--- config.mk ---
export PLATFORM = sky130hd
export DESIGN_NAME = led_arbiter
export DESIGN_NICKNAME = d
export VERILOG_FILES = /design/src/rtl/led_arbiter.sv
export SDC_FILE = /design/constraint.sdc
export NUM_CORES = 1
export LEC_CHECK = 0
export ABC_CLOCK_PERIOD_IN_PS = 5300
export BUFFER_PORTS_ARGS = -buffer_cell sky130_fd_sc_hd__buf_2
export CAP_MARGIN = 30
export CORE_ASPECT_RATIO = 1.1
export CORE_MARGIN = 4
export CORE_UTILIZATION = 55
export CTS_BUF_LIST = sky130_fd_sc_hd__clkbuf_4
export CTS_CLUSTER_DIAMETER = 30
export DETAILED_ROUTE_END_ITERATION = 8
export PLACE_DENSITY = 0.76
export SYNTH_ARGS = -nofsm -noshare
export SYNTH_HDL_FRONTEND = slang
export SYNTH_SLANG_ARGS = --single-unit
--- constraint.sdc ---
create_clock -name clk -period 5.3 [get_ports clk]
set_clock_uncertainty 0.05 [all_clocks]
set_input_delay 0.795 -clock clk [delete_from_list [all_inputs] [get_ports clk]]
set_output_delay 0.795 -clock clk [all_outputs]
set_load 0.05 [all_outputs]
--- src/rtl/led_arbiter.sv ---
// led_arbiter: round-robin arbiter granting 3 requesters timed LED ownership.
// Optional LED_ROTATE_EN: rotate the owned pattern left on each non-final tick.
module led_arbiter #(
  parameter int unsigned CLK_DIV      = 13500000,
  parameter int unsigned HOLD_TICKS   = 4,
  parameter logic [2:0]  IDLE_PATTERN = 3'b111
) (
  input  logic       clk,
  input  logic       rst_n,
  input  logic [2:0] req,
  input  logic [2:0] pat0,
  input  logic [2:0] pat1,
  input  logic [2:0] pat2,
  output logic [2:0] gnt,
  output logic [2:0] done,
  output logic [2:0] led,
  output logic       busy
);

  localparam int unsigned PW = (CLK_DIV > 1) ? $clog2(CLK_DIV) : 1;
  localparam int unsigned TW = $clog2(HOLD_TICKS + 1);
  localparam logic [PW-1:0] PMAX = PW'(CLK_DIV - 1);
  localparam logic [TW-1:0] TLAST = TW'(HOLD_TICKS - 1);

  typedef enum logic [1:0] {
    IDLE,
    HOLD,
    RELEASE
  } state_t;

  state_t        state_q;
  logic [PW-1:0] presc_q;
  logic [TW-1:0] ticks_q;
  logic [1:0]    last_q;
  logic [2:0]    gnt_q;
  logic [2:0]    done_q;
  logic [2:0]    led_q;

  logic       tick;
  logic [1:0] s0, s1, s2;
  logic [1:0] win_d;
  logic [2:0] pat_d;

  assign tick = (presc_q == PMAX);

  // Search order starts just after the previous winner.
  always_comb begin
    s0 = 2'd0;
    s1 = 2'd1;
    s2 = 2'd2;
    unique case (last_q)
      2'd0: begin s0 = 2'd1; s1 = 2'd2; s2 = 2'd0; end
      2'd1: begin s0 = 2'd2; s1 = 2'd0; s2 = 2'd1; end
      default: begin s0 = 2'd0; s1 = 2'd1; s2 = 2'd2; end
    endcase
    win_d = s2;
    if (req[s0])      win_d = s0;
    else if (req[s1]) win_d = s1;
    unique case (win_d)
      2'd0:    pat_d = pat0;
      2'd1:    pat_d = pat1;
      default: pat_d = pat2;
    endcase
  end

  always_ff @(posedge clk) begin
    if (!rst_n) begin
      state_q <= IDLE;
      presc_q <= '0;
      ticks_q <= '0;
      last_q  <= 2'd2;
      gnt_q   <= '0;
      done_q  <= '0;
      led_q   <= IDLE_PATTERN;
    end else begin
      done_q  <= '0;
      presc_q <= tick ? '0 : presc_q + PW'(1);
      unique case (state_q)
        IDLE: begin
          if (|req) begin
            state_q <= HOLD;
            gnt_q   <= 3'b001 << win_d;
            led_q   <= pat_d;
            last_q  <= win_d;
            presc_q <= '0;
            ticks_q <= '0;
          end
        end
        HOLD: begin
          // Completion outranks an abort landing on the same edge.
          if (tick && ticks_q == TLAST) begin
            state_q <= RELEASE;
            gnt_q   <= '0;
            done_q  <= gnt_q;
            led_q   <= IDLE_PATTERN;
          end else if (!req[last_q]) begin
            state_q <= RELEASE;
            gnt_q   <= '0;
            led_q   <= IDLE_PATTERN;
          end else if (tick) begin
            ticks_q <= ticks_q + TW'(1);
`ifdef LED_ROTATE_EN
            led_q   <= {led_q[1:0], led_q[2]};
`else
            led_q   <= led_q;
`endif
          end
        end
        RELEASE: begin
          state_q <= IDLE;
        end
        default: begin
          state_q <= IDLE;
        end
      endcase
    end
  end

  assign gnt  = gnt_q;
  assign done = done_q;
  assign led  = led_q;
  assign busy = (state_q != IDLE);

endmodule

==> results.env, run 1 <==
STATUS='completed'
POST_SYNTH.CELL_AREA_AVG_SQ_UM=8.92
FIN_CRIT_NS=2.50
ASR_FLOP_RATIO_SYNTH=0
SLEW_HEADROOM=0.401
MAXSLEWVIOLCOUNT=0
SYNTH.MOST_COMMON_CELL='sky130_fd_sc_hd__dfxtp_1'
SYNTHESIS.NETS=222
TOTAL_SWITCHING_POWER_mW=0.185
FIN_AREA_SQ_UM=2060
ROUTE.ANTENNA.REMAINING_NETS=0
GRT_PASS1_WL_UM=6390
POSTSYNTHREGISTERBITS=40
CRIT_PATH_TOP_DELAY_CELL='sky130_fd_sc_hd__or4_4'
PEAKVDDDROP_V=0.000182
LEADING_CELL_TYPES_BY_TOTAL_AREA_AFTER_SYNTHESIS='sky130_fd_sc_hd__dfxtp_1, sky130_fd_sc_hd__xor2_1, sky130_fd_sc_hd__nor2_1'
SYNTH-SEQ-AREA-SHARE=0.438
DR_TOTAL_VIAS=1529
CP_CELL_SEQUENCE='or4b_1 > or4_4 > nand4b_4 > nand2_1 > nor2_1'
FP-ROW-COUNT=21
POST_ROUTE_CELLS_DRIVE_ABOVE_1_SHARE=0.185
MAX_CAP_VIOL_COUNT=0
CRITICAL_PATH_CLASS='reg -> reg'
CRITICAL_PATH_BUFFERS_AND_INVERTERS=0
GP_CONGESTION=0.826
WHS_ENDPOINT='ticks_q[2]'
POST_SYNTH_INSTANCE_AREA_SQ_UM=1830
CRIT_FAMILY='simple AND/OR/NAND/NOR gates'
WORST-SLEW-PIN-TRANSITION_NS=0.891
SYNTH_EDF_COUNT=0
FMAXACHIEVABLE_MHz=399
WORST_SETUP_HOLD_PATH_CLK_SLEW_NS=0.12
CLOCK_POWER_SHARE=0.329
SYNTH_CELLS=205
P_COMB_FRAC=0.156
PORT_BUFFERS=23
YS_WARN_COUNT=0
FLOORPLAN.INITIALDENSITY=0.585
REGAREA_SQ_UM=801
GRT_SETUP_UNREPAIRED='no'
DIODES=0
PIN_COUNT_OF_THE_BIGGEST_NET_ENTERING_GLOBAL_ROUTING=23
CP_DATA_ARRIVAL_TIME_NS=2.68
DPL_WORST_SLACK_NS=2.83
CTS_TREE='done'
FIRST_GLOBAL_VIAS=1534
CRITICAL_PATH_PEAK_FANOUT=22
POST-LAYOUT-TOTAL-POWER_mW=0.630
MIN_PATH_TYPE='reg -> reg'
WHS_PATH_DEPTH=2
FINAL_MIN_PERIOD_OVER_CLOCK_PERIOD=0.473
FLOORPLAN.DIE.HEIGHT_UM=68.5
POWER_REPORT.INTERNAL_TOTAL_mW=0.445
CTSHTREEMAXLEVEL=2
TIMING.CRITICAL_PATH.FROM_TYPE='flip-flop'
GLOBAL_ROUTE.OVERFLOW_TOTAL=0
DIE_AREA_SQ_UM=4310
MULTI_INPUT_COMB_AREA_SQ_UM=981
YOSYS_MOST_USED_DFF='sky130_fd_sc_hd__dfxtp_1'
WORSTSETUPENDPOINTTYPE='flip-flop'
POWER.LEAKAGE_nW=0.794
CTS_POST_SETUP_BUFFERS_INSERTED=0
WL_PER_CELL_UM=13.8
NETLIST_TOP_CELLS_COUNT='sky130_fd_sc_hd__dfxtp_1, sky130_fd_sc_hd__nor2_1, sky130_fd_sc_hd__nand2_1, sky130_fd_sc_hd__xor2_1, sky130_fd_sc_hd__nand3_1'
ROUTED_WL_UM=3690
POST-ROUTE-WORST-SETUP-SLACK_NS=2.80
WORSTSKEWPAIRLATENCY_NS=0.36
FILLER_CELL_COUNT=253
REG2REG_SLACK_NS=2.80
WORST_R2R_ENDPOINT='presc_q[18]'
TRITONCTS_NUM_SINKS=40
CTS_ROOT_BUFFER='sky130_fd_sc_hd__clkbuf_4'
REG2REG_PATH_DEPTH=5
CRITPATHREQUIREDTIME_NS=5.47
SYNTH_TOP_AREA_SHARE=0.438
POWER_DENSITY_nW_PER_UM2=306
GR-USAGE-ALL-LAYERS=0.193
WORSTHOLDSTART='ticks_q[2]'
SW_RATIO=0.294
ANTENNA_VIOLATIONS_BEFORE_REPAIR=0
VIAS_PER_CELL=5.73
REG2REG_FROM='presc_q[8]'
FP.COREAREA_SQ_UM=3130
SEQUENTIALPOWERSHARE=0.515
DRT_ITER0_DRC=149
HOLD_BUFFERS=0
DIE_X_UM=63.0
CTS_BUFFER_DEPTH=2
FINAL_NET_COUNT=249
DRC=0
SETUP_TOTAL_NEGATIVE_SLACK_NS=0
IO_PINS=24
SYNTH_TOP_CELL_BY_AREA='sky130_fd_sc_hd__dfxtp_1'
AREA.GROWTH.SYNTH_TO_FINAL_PCT=12.5
CTS_MADE_BUFFERS=5
DPL-INSTANCE-AREA_SQ_UM=1970
DRT-PASS1-ITER-COUNT=4
CTS_RESIZED=0
FINAL.HOLD.WORST_SLACK_NS=0.417
DP_HPWL_UM=2730
SETUP_VIOL=0
FINAL_HOLD_VIOLATION_COUNT=0
CRITICAL-PATH-MAX-STAGE-DELAY_NS=0.55
YOSYS.CELL_TYPES.COUNT=44
==> metal layers <==
layer  up-vias  track usage  routed length, um
met5         -            0                  0
met4         0        0.102                 74
met3         8       0.0542                188
met2        42        0.372               1910
met1       705        0.190               1520
li1        774            -                  -
==> metrics by stage <==
step / cells / utilization
2_1_floorplan: 205 / -
3_3_place_gp: 258 / 0.630
3_5_place_dp: 259 / 0.631
4_1_cts: 267 / 0.658
5_1_grt: 267 / 0.658
6_report: 267 / 0.658
==> cell type report <==
type                            instances  share of cell area
Inverter                                8              0.0146
Timing Repair Buffer                   24              0.0584
Multi-Input combinational cell        153               0.477
Tap cell                               34              0.0207
Clock buffer                            5              0.0182
Clock inverter                          3              0.0225
Sequential cell                        40               0.389
==> kinds of logic (layout without fill, tap and decap cells) <==
logic type,after synthesis,count (layout),share of synthesized area
AND/OR/NAND/NOR,102,102,0.302
flip-flops,40,40,0.438
AO/OA/AOI/OAI,24,24,0.0971
XOR/XNOR,22,22,0.105
buffers and inverters,12,40,0.0260
adder cells (fa/ha/maj),3,3,0.0205
multiplexers,2,2,0.0109
==> worst reg2reg max path, cell delays in order (launching register included) <==
cell and delay, ns:
sky130_fd_sc_hd__dfxtp_1 0.38, sky130_fd_sc_hd__or4b_1 0.52, sky130_fd_sc_hd__or4_4 0.55, sky130_fd_sc_hd__nand4b_4 0.20, sky130_fd_sc_hd__nand2_1 0.54, sky130_fd_sc_hd__nor2_1 0.12
==> placed cells by master, fill, tap and decap left out, drive strengths merged, types with 4 or more instances in the layout <==
| cell | synthesis | final |
|---|---|---|
| xor2 | 15 | 15 |
| clkbuf | 2 | 5 |
| nand3 | 13 | 13 |
| buf | 2 | 24 |
| nor4 | 5 | 5 |
| nor2 | 28 | 28 |
| nor2b | 6 | 6 |
| inv | 8 | 9 |
| nand2 | 20 | 20 |
| xnor2 | 7 | 7 |
| o21ai | 5 | 5 |
| dfxtp | 40 | 40 |
| and2 | 6 | 6 |
| nand4 | 4 | 4 |
==> registers in the layout (all words and copies together) (netlist names) <==
| signal | count |
|---|---|
| done | 3 |
| gnt | 3 |
| last_q | 2 |
| led | 3 |
| presc_q | 24 |
| state_q | 2 |
| ticks_q | 3 |
==> worst max-delay path by stage <==
stage	start	endpoint	cells after the start
detailed placement	presc_q[17]	presc_q[15]	5
global placement	presc_q[17]	presc_q[5]	5
finish	presc_q[8]	presc_q[18]	5
global route	presc_q[17]	presc_q[21]	5
floorplan	presc_q[17]	ticks_q[0]	5
CTS	presc_q[8]	presc_q[15]	5
==> power groups by stage <==
stage | registers [mW] | logic (mW) | clock network (mW)
after floorplan | 0.351 | 0.0533 | 0
after global placement | 0.330 | 0.0962 | 0
after detailed placement | 0.331 | 0.0986 | 0
after CTS | 0.324 | 0.0990 | 0.212
after global routing | 0.327 | 0.108 | 0.226
final | 0.324 | 0.0985 | 0.207
No activity file was read; power rests on OpenSTA's default activity.
==> run 2, diff against run 1 <==
- ABC_AREA: not set -> 1
- ABC_CLOCK_PERIOD_IN_PS: 5300 -> 2300
- CORE_UTILIZATION: 55 -> 54
- clock period: 5.3 -> 2.3 ns (I/O delays scaled with it)
==> run 2 against run 1 <==
Against the previous run:
- sequential share of layout area fell by 4.4 points
- wire length rose by 12%
- synthesized cell count rose by 51%
- core utilization fell by 3.3 points
==> results.env, run 2 <==
CTSHTREEMAXLEVEL=2
ASR_FLOP_RATIO_SYNTH=0
AREA.GROWTH.SYNTH_TO_FINAL_PCT=9.90
WORSTSETUPENDPOINTTYPE='flip-flop'
DIE_X_UM=67.6
CP_DATA_ARRIVAL_TIME_NS=1.94
WORST_SETUP_HOLD_PATH_CLK_SLEW_NS=0.12
GR-USAGE-ALL-LAYERS=0.189
SYNTH_EDF_COUNT=0
FIN_CRIT_NS=1.74
CRITPATHMOSTFREQUENTCELL='sky130_fd_sc_hd__nand2_1'
ANTENNA_VIOLATIONS_BEFORE_REPAIR=0
POWER_REPORT.INTERNAL_TOTAL_mW=0.952
FP.COREAREA_SQ_UM=3710
VIAS_PER_CELL=5.03
REG2REG_FROM='presc_q[0]'
TOTAL_SWITCHING_POWER_mW=0.504
CRITICAL_PATH_BUFFERS_AND_INVERTERS=0
ROUTE.ANTENNA.REMAINING_NETS=0
DRT-PASS1-ITER-COUNT=4
YOSYS.CELL_TYPES.COUNT=31
FMAXACHIEVABLE_MHz=574
GRT_SETUP_UNREPAIRED='no'
HOLD_BUFFERS=0
FILLER_CELL_COUNT=346
CTS_TREE='done'
CRITPATHREQUIREDTIME_NS=2.50
STATUS='completed'
DRC=0
CTS_POST_SETUP_BUFFERS_INSERTED=0
WL_PER_CELL_UM=10.7
LEADING_CELL_TYPES_BY_TOTAL_AREA_AFTER_SYNTHESIS='sky130_fd_sc_hd__dfxtp_1, sky130_fd_sc_hd__nand2_1, sky130_fd_sc_hd__nor2_1'
LAYOUT_COMMONEST_CELL='sky130_fd_sc_hd__nand2_1'
YS_WARN_COUNT=0
SLEW_HEADROOM=0.734
CRIT_PATH_TOP_DELAY_CELL='sky130_fd_sc_hd__dfxtp_1'
FINAL_NET_COUNT=353
MAX_CAP_VIOL_COUNT=0
DRT-MET1-WL_UM=1990
CTS_RESIZED=0
DPL_WORST_SLACK_NS=0.586
TOP_LAYER_USED='met4'
POSTSYNTHREGISTERBITS=40
IO_PINS=24
SW_RATIO=0.346
NETLIST_TOP_CELLS_COUNT='sky130_fd_sc_hd__nand2_1, sky130_fd_sc_hd__nor2_1, sky130_fd_sc_hd__dfxtp_1, sky130_fd_sc_hd__inv_1, sky130_fd_sc_hd__a21oi_1'
SYNTH_TOP_AREA_SHARE=0.379
WORSTHOLDSTART='rst_n'
WHS_PATH_DEPTH=2
FINAL_HOLD_VIOLATION_COUNT=0
CTS_ROOT_BUFFER='sky130_fd_sc_hd__clkbuf_4'
DIODES=0
POWER.LEAKAGE_nW=0.971
POST_SYNTH_INSTANCE_AREA_SQ_UM=2110
CTS_MADE_BUFFERS=5
CP_CELL_SEQUENCE='ha_1 > nand2_1 > nor2_4 > nand2_1 > nor2_2 > nand3_1 > nand2_1 > nand2_2 > a21oi_1 > nand2_1'
POWER_DENSITY_nW_PER_UM2=627
FLOORPLAN.INITIALDENSITY=0.569
CRIT_FAMILY='simple AND/OR/NAND/NOR gates'
SEQUENTIALPOWERSHARE=0.524
CRITICAL_PATH_CLASS='reg -> reg'
PIN_COUNT_OF_THE_BIGGEST_NET_ENTERING_GLOBAL_ROUTING=18
DRT_ITER0_DRC=103
SYNTH.MOST_COMMON_CELL='sky130_fd_sc_hd__nand2_1'
YOSYS_MOST_USED_DFF='sky130_fd_sc_hd__dfxtp_1'
SYNTH_TOP_CELL_BY_AREA='sky130_fd_sc_hd__dfxtp_1'
DR_TOTAL_VIAS=1946
FP-ROW-COUNT=23
CLOCK_POWER_SHARE=0.229
WORST-SLEW-PIN-TRANSITION_NS=0.397
SETUP_VIOL=0
SYNTH-SEQ-AREA-SHARE=0.379
CP_NUM_CELLS=10
MAXSLEWVIOLCOUNT=0
MIN_PATH_TYPE='in -> reg'
SETUP.WORST_PATH.START='presc_q[0]'
GP_CONGESTION=0.823
REG2REG_PATH_DEPTH=10
FIRST_GLOBAL_VIAS=1768
POST_ROUTE_CELLS_DRIVE_ABOVE_1_SHARE=0.154
GRT_PASS1_WL_UM=7360
PORT_BUFFERS=23
SETUP_TOTAL_NEGATIVE_SLACK_NS=0
ROUTED_WL_UM=4140
CRITICAL_PATH_PEAK_FANOUT=7
PEAKVDDDROP_V=0.000425
LARGEST-REGISTER='presc_q'
ROUTED-WL-MET3_UM=154
TIMING.CRITICAL_PATH.FROM_TYPE='flip-flop'
SYNTHESIS.NETS=326
LARGEST_REGISTER_FF_COUNT=24
FINAL_MIN_PERIOD_OVER_CLOCK_PERIOD=0.757
CRITICAL-PATH-MAX-STAGE-DELAY_NS=0.37
P_COMB_FRAC=0.246
SYNTH_CELLS=309
POST_SYNTH.CELL_AREA_AVG_SQ_UM=6.83
FLOORPLAN.DIE.HEIGHT_UM=73.6
DP_HPWL_UM=3250
DIE_AREA_SQ_UM=4970
TRITONCTS_NUM_SINKS=40
POST-ROUTE-WORST-SETUP-SLACK_NS=0.559
CTS_BUFFER_DEPTH=2
WL_MET2_UM=1940
MOST_FREQUENT_CELLS_IN_THE_LAYOUT='sky130_fd_sc_hd__nand2_1, sky130_fd_sc_hd__nor2_1, sky130_fd_sc_hd__inv_1, sky130_fd_sc_hd__dfxtp_1, sky130_fd_sc_hd__buf_2'
GLOBAL_ROUTE.OVERFLOW_TOTAL=0
WORSTSKEWPAIRLATENCY_NS=0.34
## run 2: cell types whose count changed after synthesis, moves of 5 or more
cell                      delta
sky130_fd_sc_hd__a21oi_1    +14
sky130_fd_sc_hd__inv_1      +32
sky130_fd_sc_hd__nand2_1    +54
sky130_fd_sc_hd__nand2_2     +5
sky130_fd_sc_hd__nand4_1    +11
sky130_fd_sc_hd__nor2_1     +21
sky130_fd_sc_hd__nor2_2      +5
sky130_fd_sc_hd__nor2b_1     -6
sky130_fd_sc_hd__nor4_1      -5
sky130_fd_sc_hd__xor2_1      -8
## run 2: area by class of cell
cell class / count / area (sq um) / area share
clock buffer: 5 / 37.5 / 0.0162
sequential: 40 / 801 / 0.345
timing repair buffer: 23 / 115 / 0.0496
tap: 50 / 62.6 / 0.0270
multi-input combinational: 223 / 1130 / 0.487
inverter: 43 / 161 / 0.0696
clock inverter: 3 / 13.8 / 0.00593
## run 2: metal layers
layer	vias up	GRT usage
li1	1042	-
met1	870	0.243
met2	28	0.312
met3	6	0.0413
met4	0	0.0608
met5	-	0
## run 2: kinds of logic (layout without fill, tap and decap cells)
| group | count (synthesis) | after routing | synth area share |
|---|---|---|---|
| buf+inv | 46 | 74 | 0.0859 |
| compound gates | 30 | 30 | 0.0759 |
| simple gates | 180 | 180 | 0.400 |
| fa+ha+maj | 3 | 3 | 0.0178 |
| xor+xnor | 10 | 10 | 0.0415 |
| flops | 40 | 40 | 0.379 |
## run 2: worst paths after layout
kind / end / slack [ns]
hold reg to reg: done[2] / 0.41
setup / recovery: led[1] / 0.56
setup reg to reg: led[1] / 0.56
hold / removal: last_q[1] / 0.22
## run 2: power groups by stage
stage          clock network, mW  registers, mW  logic [mW]
2_1_floorplan                  0          0.842       0.215
3_3_place_gp                   0          0.778       0.356
6_report                   0.334          0.763       0.358
3_5_place_dp                   0          0.779       0.360
5_1_grt                    0.371          0.769       0.411
4_1_cts                    0.344          0.764       0.361
## run 2: metrics by stage
stage	util	area [sq um]	instances	hold WS [ns]	power, mW
final	0.625	2320	387	0.219	1.46
after global routing	0.625	2320	387	0.246	1.55
after CTS	0.625	2320	387	0.207	1.47
after detailed placement	0.611	2270	379	0.392	1.14
after global placement	0.611	2270	379	0.372	1.13
after floorplan	-	2110	309	0.363	1.06
